<file path="config.mk">
export PLATFORM = sky130hd
export DESIGN_NAME = mem_arbiter_flat
export DESIGN_NICKNAME = d
export VERILOG_FILES = /design/src/rtl/mem_arb_pkg.sv /design/src/rtl/mem_arbiter_if.sv /design/src/rtl/mem_arb_pick.sv /design/src/rtl/mem_arbiter.sv /design/src/flat_wrapper.sv
export SDC_FILE = /design/constraint.sdc
export NUM_CORES = 1
export LEC_CHECK = 0
export CAP_MARGIN = 20
export CORE_AREA = 8 8 101 103
export CTS_CLUSTER_SIZE = 24
export DETAILED_ROUTE_END_ITERATION = 6
export DIE_AREA = 0 0 109 111
export PLACE_DENSITY_LB_ADDON = 0.05
export SYNTH_ARGS = -nofsm -noshare
export SYNTH_HDL_FRONTEND = slang
export SYNTH_SLANG_ARGS = --single-unit
</file>
<file path="constraint.sdc">
create_clock -name clk -period 2.15 [get_ports clk]
set_input_delay 0.43 -clock clk [delete_from_list [all_inputs] [get_ports clk]]
set_output_delay 0.43 -clock clk [all_outputs]
set_load 0.1 [all_outputs]
</file>
<file path="src/rtl/mem_arb_pkg.sv">
// Shared constants for the unified-memory arbiter: bus widths and response owner encoding.
package mem_arb_pkg;

   localparam int ADDR_W  = 32;
   localparam int DATA_W  = 32;
   localparam int WMASK_W = 4;

   localparam logic OWN_INST = 1'b0;
   localparam logic OWN_DATA = 1'b1;

endpackage

</file>
<file path="src/rtl/mem_arbiter_if.sv">
// Bundles the fetch, data and SRAM signals of the arbiter; the arbiter takes the slave view,
// the requesters plus SRAM take the master view.
interface mem_arbiter_if;
   import mem_arb_pkg::*;

   logic               inst_req;
   logic [ADDR_W-1:0]  inst_addr;
   logic               inst_addr_ok;
   logic               inst_data_ok;
   logic [DATA_W-1:0]  inst_rdata;

   logic               data_req;
   logic               data_wr;
   logic [WMASK_W-1:0] data_wmask;
   logic [ADDR_W-1:0]  data_addr;
   logic [DATA_W-1:0]  data_wdata;
   logic               data_addr_ok;
   logic               data_data_ok;
   logic [DATA_W-1:0]  data_rdata;

   logic               sram_en;
   logic [WMASK_W-1:0] sram_wen;
   logic [ADDR_W-1:0]  sram_addr;
   logic [DATA_W-1:0]  sram_wdata;
   logic [DATA_W-1:0]  sram_rdata;

   modport slave (
      input  inst_req, inst_addr,
      output inst_addr_ok, inst_data_ok, inst_rdata,
      input  data_req, data_wr, data_wmask, data_addr, data_wdata,
      output data_addr_ok, data_data_ok, data_rdata,
      output sram_en, sram_wen, sram_addr, sram_wdata,
      input  sram_rdata
   );

   modport master (
      output inst_req, inst_addr,
      input  inst_addr_ok, inst_data_ok, inst_rdata,
      output data_req, data_wr, data_wmask, data_addr, data_wdata,
      input  data_addr_ok, data_data_ok, data_rdata,
      input  sram_en, sram_wen, sram_addr, sram_wdata,
      output sram_rdata
   );

endinterface

</file>
<file path="src/rtl/mem_arb_pick.sv">
// Grant policy: data has fixed priority unless fetch has been starved long enough.
module mem_arb_pick (
   input  logic inst_req,
   input  logic data_req,
   input  logic starved,
   output logic gnt_inst,
   output logic gnt_data
);

   assign gnt_data = data_req && !(inst_req && starved);
   assign gnt_inst = inst_req && !gnt_data;

endmodule

</file>
<file path="src/rtl/mem_arbiter.sv">
// Shares one synchronous-read SRAM between instruction fetch and data access, one access
// per cycle, with the response routed back to its owner one cycle after the grant.
module mem_arbiter
   import mem_arb_pkg::*;
#(
   parameter  int MAX_STARVE = 4,
   localparam int CNT_W      = $clog2(MAX_STARVE + 1)
) (
   input logic          clk,
   input logic          reset,
   mem_arbiter_if.slave bus
);

   localparam logic [CNT_W-1:0] STARVE_LIMIT = CNT_W'(MAX_STARVE);

   logic             inst_req_g;
   logic             data_req_g;
   logic             gnt_inst;
   logic             gnt_data;
   logic             starved;
   logic [CNT_W-1:0] wait_cnt;
   logic             resp_vld;
   logic             resp_own;

   // Requests are masked while reset is held so nothing reaches the SRAM.
   assign inst_req_g = bus.inst_req && reset;
   assign data_req_g = bus.data_req && reset;
   assign starved    = (wait_cnt == STARVE_LIMIT);

   mem_arb_pick u_pick (
      .inst_req (inst_req_g),
      .data_req (data_req_g),
      .starved  (starved),
      .gnt_inst (gnt_inst),
      .gnt_data (gnt_data)
   );

   // NOTE: state registers use non-blocking assignments so every flop samples pre-edge values.
   always_ff @(posedge clk or negedge reset) begin
      if (!reset) begin
         wait_cnt <= '0;
      end else if (gnt_inst || !bus.inst_req) begin
         wait_cnt <= '0;
      end else if (gnt_data && (wait_cnt != STARVE_LIMIT)) begin
         wait_cnt <= wait_cnt + CNT_W'(1);
      end
   end

   always_ff @(posedge clk or negedge reset) begin
      if (!reset) begin
         resp_vld <= 1'b0;
         resp_own <= OWN_INST;
      end else begin
         resp_vld <= gnt_inst || gnt_data;
         resp_own <= gnt_data ? OWN_DATA : OWN_INST;
      end
   end

   // NOTE: every output of this block gets a default first, so no path can infer a latch.
   always_comb begin
      bus.sram_addr  = '0;
      bus.sram_wdata = '0;
      bus.sram_wen   = '0;
      if (gnt_data) begin
         bus.sram_addr  = bus.data_addr;
         bus.sram_wdata = bus.data_wdata;
         if (bus.data_wr) begin
            bus.sram_wen = bus.data_wmask;
         end
      end else if (gnt_inst) begin
         bus.sram_addr = bus.inst_addr;
      end
   end

   assign bus.sram_en      = gnt_inst || gnt_data;
   assign bus.inst_addr_ok = gnt_inst;
   assign bus.data_addr_ok = gnt_data;

   assign bus.inst_data_ok = resp_vld && (resp_own == OWN_INST);
   assign bus.data_data_ok = resp_vld && (resp_own == OWN_DATA);
   assign bus.inst_rdata   = bus.sram_rdata;
   assign bus.data_rdata   = bus.sram_rdata;

endmodule

</file>
<file path="src/flat_wrapper.sv">
// flat-port wrapper written by rule: the top's interface ports become plain ports
module mem_arbiter_flat import mem_arb_pkg::*;
#(
   parameter  int MAX_STARVE = 4,
   localparam int CNT_W      = $clog2(MAX_STARVE + 1)
)
  (clk, reset, bus_inst_req, bus_inst_addr, bus_inst_addr_ok, bus_inst_data_ok, bus_inst_rdata, bus_data_req, bus_data_wr, bus_data_wmask, bus_data_addr, bus_data_wdata, bus_data_addr_ok, bus_data_data_ok, bus_data_rdata, bus_sram_en, bus_sram_wen, bus_sram_addr, bus_sram_wdata, bus_sram_rdata);
  mem_arbiter_if bus_i ();
  input logic clk;
  input logic reset;
  input wire logic [$bits(bus_i.inst_req)-1:0] bus_inst_req;
  input wire logic [$bits(bus_i.inst_addr)-1:0] bus_inst_addr;
  output wire logic [$bits(bus_i.inst_addr_ok)-1:0] bus_inst_addr_ok;
  output wire logic [$bits(bus_i.inst_data_ok)-1:0] bus_inst_data_ok;
  output wire logic [$bits(bus_i.inst_rdata)-1:0] bus_inst_rdata;
  input wire logic [$bits(bus_i.data_req)-1:0] bus_data_req;
  input wire logic [$bits(bus_i.data_wr)-1:0] bus_data_wr;
  input wire logic [$bits(bus_i.data_wmask)-1:0] bus_data_wmask;
  input wire logic [$bits(bus_i.data_addr)-1:0] bus_data_addr;
  input wire logic [$bits(bus_i.data_wdata)-1:0] bus_data_wdata;
  output wire logic [$bits(bus_i.data_addr_ok)-1:0] bus_data_addr_ok;
  output wire logic [$bits(bus_i.data_data_ok)-1:0] bus_data_data_ok;
  output wire logic [$bits(bus_i.data_rdata)-1:0] bus_data_rdata;
  output wire logic [$bits(bus_i.sram_en)-1:0] bus_sram_en;
  output wire logic [$bits(bus_i.sram_wen)-1:0] bus_sram_wen;
  output wire logic [$bits(bus_i.sram_addr)-1:0] bus_sram_addr;
  output wire logic [$bits(bus_i.sram_wdata)-1:0] bus_sram_wdata;
  input wire logic [$bits(bus_i.sram_rdata)-1:0] bus_sram_rdata;
  assign bus_i.inst_req = bus_inst_req;
  assign bus_i.inst_addr = bus_inst_addr;
  assign bus_inst_addr_ok = bus_i.inst_addr_ok;
  assign bus_inst_data_ok = bus_i.inst_data_ok;
  assign bus_inst_rdata = bus_i.inst_rdata;
  assign bus_i.data_req = bus_data_req;
  assign bus_i.data_wr = bus_data_wr;
  assign bus_i.data_wmask = bus_data_wmask;
  assign bus_i.data_addr = bus_data_addr;
  assign bus_i.data_wdata = bus_data_wdata;
  assign bus_data_addr_ok = bus_i.data_addr_ok;
  assign bus_data_data_ok = bus_i.data_data_ok;
  assign bus_data_rdata = bus_i.data_rdata;
  assign bus_sram_en = bus_i.sram_en;
  assign bus_sram_wen = bus_i.sram_wen;
  assign bus_sram_addr = bus_i.sram_addr;
  assign bus_sram_wdata = bus_i.sram_wdata;
  assign bus_i.sram_rdata = bus_sram_rdata;
  mem_arbiter #(.MAX_STARVE(MAX_STARVE)) u_core (.clk(clk), .reset(reset), .bus(bus_i));
endmodule
</file>
==> flow_summary.json <==
{
  "run_status": "complete, but fails checks",
  "failed_checks": "negative setup slack",
  "cts_tree": "yes",
  "antenna_found_initial": 0,
  "synth_cells": 171,
  "crit_path_start_kind": "register",
  "finalMaxSlewViolations": 0,
  "die_x_microns": 109,
  "slew_headroom_pct": 81.51,
  "pre_cts_ws_ps": -176.2,
  "p_sw_share_pct": 48.19,
  "drc_errors": 0,
  "fin_crit_sh_pct": 100.4,
  "cp_slowest_stage_delay_ps": 380,
  "vias": 1736,
  "power.switching_mw": 0.7376,
  "dp_hpwl_microns": 6626,
  "cellPowerDensity_nw_per_um2": 366.6,
  "seq_power_share_pct": 6.5,
  "internal-power_mw": 0.7929,
  "antennaDiodeCount": 0,
  "dieArea_sq_um": 12100,
  "maxCapViolCount": 0,
  "finClkSkew_ps": 0.9525,
  "syn-num-nets": 310,
  "dpl.cell_count": 389,
  "grt_use_total_pct": 12.06,
  "ys_seq_elements": 5,
  "setup_viol": 17,
  "cp.arrival_ps": 1730,
  "fin_crit_ps": 2160,
  "final_cell_mix": "clkdlybuf4s50_1 (101), buf_12 (75), a22o_4 (32)",
  "worst-setup-path-type": "reg -> out",
  "drt_wl_total_microns": 8549,
  "path_cells": "inv_2, ha_4, a31oi_4, buf_12, clkbuf_16, a22o_4, buf_12",
  "grt_pass1_wl_microns": 11250,
  "fin_ws_ps": -9.500,
  "clockBufferDepth": 2,
  "start_util_pct": 15.58,
  "gp_congestion": 0.7211,
  "p_leak_nw": 1.775,
  "vdd_ir_drop_max_mv": 0.2261,
  "path_max_fanout": 5,
  "timing.fmax_ghz": 0.4631,
  "final_common_cell": "clkdlybuf4s50_1",
  "htreeDepth": 1,
  "cts_made_buffers": 3,
  "grt_max_degree": 34,
  "power.share.combinational_pct": 82.0,
  "drive_gt1_share_pct": 57.72,
  "rows": 34,
  "clock_latency_ps": 220,
  "crit_slowest_cell": "dfrtp_1",
  "overflow": 0,
  "hold_viol": 0,
  "clk_pin_slew_ps": 40,
  "syn_avg_cell_area_sq_um": 7.793,
  "portBuffers": 177,
  "clockPowerShare_pct": 11.5,
  "final_nets": 438,
  "cp.required_ps": 1720,
  "numClockSinks": 5,
  "first_global_vias": 1833,
  "rsz0062_at_grt": "true",
  "instances_no_fill": 406,
  "drtPass1Iterations": 3,
  "ant_nets": 0,
  "synth_warnings": 0,
  "critical_path.most_common_cell": "buf_12",
  "core_sq_um": 8551,
  "synth_cell_type_count": 22,
  "critPathCaptureType": "output pin",
  "drtIter0Drc": 44,
  "ys_seq_area_share_pct": 9.390,
  "hold_class": "in -> async",
  "syn_area_sq_um": 1333,
  "syn_to_final_growth_pct": 213.3,
  "worstMarginPinSlew_ps": 279.7,
  "ctsHoldBuffers": 0,
  "die_y_microns": 111,
  "wl_per_cell_microns": 21.06,
  "routed_via_density": 4.276,
  "n_fill_cell": 733,
  "clockRootBuffer": "clkbuf_8",
  "ios": 274
}
[synth_stat cells]
master	n	area, sq um
nor3b_1	1	7.510
buf_2	6	30.03
a21boi_2	1	11.26
inv_1	3	11.26
clkbuf_2	1	5.000
ha_1	2	25.02
and3_1	4	25.02
buf_4	65	488.0
a22o_1	32	280.3
a31oi_4	1	21.27
nor2_2	1	6.260
and2_1	33	206.5
clkbuf_1	1	3.750
nor2b_1	1	6.260
o21ai_0	1	5.000
buf_6	1	11.26
nor2_1	2	7.510
nand4b_1	1	8.760
nand2_1	4	15.01
dfrtp_1	5	125.1
a21boi_0	3	22.52
nand3_1	2	10.01
[logic make-up (layout without fill, tap and decap cells)]
| kind of cell | after synthesis | count (layout) | share of synthesized area, % |
|---|---|---|---|
| AO/OA/AOI/OAI | 38 | 38 | 25.54 |
| adder cells (fa/ha/maj) | 2 | 2 | 1.878 |
| buffers and inverters | 77 | 204 | 41.22 |
| flip-flops | 5 | 5 | 9.390 |
| AND/OR/NAND/NOR | 49 | 49 | 21.97 |
[power groups by stage]
stage                     combinational [mW]  sequential [mW]  clock (mW)
after detailed placement                1.16            0.101           0
after floorplan                         1.18            0.101           0
after CTS                               1.23            0.100       0.182
final                                   1.25            0.100       0.176
after global routing                    1.29            0.101       0.187
after global placement                  1.16            0.101           0
[path summary, 6_finish.rpt]
| check | start | to | slack, ps | cells past startpoint |
|---|---|---|---|---|
| worst max-delay path | u_core.wait_cnt[0] | bus_sram_addr[27] | -10 | 7 |
| worst min-delay path | reset | u_core.resp_vld | 310 | 2 |
| worst max register to register | u_core.wait_cnt[1] | u_core.wait_cnt[2] | 770 | 6 |
| worst min register to register | u_core.wait_cnt[2] | u_core.wait_cnt[2] | 670 | 2 |
| max in group asynchronous | reset | u_core.resp_own | 1720 | 2 |
| min in group clk | u_core.wait_cnt[2] | u_core.wait_cnt[2] | 670 | 2 |
[final cells by class]
type,instances,area (sq um),area share [%]
sequential,5,125.1,2.997
timing repair buffer,197,2795,66.95
clock buffer,4,45.04,1.079
tap,108,135.1,3.236
inverter,3,11.26,0.2697
multi-input combinational,89,1064,25.47
[per-layer routing]
layer  global-route usage (%)  part of all wire, %
met5                        0                    0
met4                    2.831                  1.4
met3                    7.035                   17
met2                    22.02                   51
met1                    11.01                   31
[repair_timing]
action,in CTS,in global routing
cloned,2,5
setup buffers,5,2
pin swaps,2,32
endpoints found under the setup margin,68,68
gates resized for setup,36,27
[per-stage QoR]
stage | cell area, sq um | utilization, % | hold WS, ps | setup TNS [ps] | power, mW
floorplan | 1501 | - | 134.4 | -1256 | 1.283
global placement | 3664 | 42.84 | 562.2 | -9792 | 1.259
detailed placement | 3664 | 42.84 | 566.2 | -10120 | 1.258
CTS | 4015 | 46.96 | 305.2 | -1885 | 1.508
global route | 4175 | 48.83 | 322.1 | -2815 | 1.578
finish | 4175 | 48.83 | 307.4 | -63.20 | 1.531
[critical path, delay by kind of cell, from the launching register on]
kind	cells	cell delay, ps
adders and majority gates	1	170
DFF	1	380
AOI/OAI and AO/OA	2	370
buffers and inverters	4	580
[sequential cells by signal, summed over array words and instances, names as in the netlist]
register	flops
u_core.wait_cnt	3
u_core.resp_vld	1
u_core.resp_own	1
No activity file was read; power rests on OpenSTA's default activity.
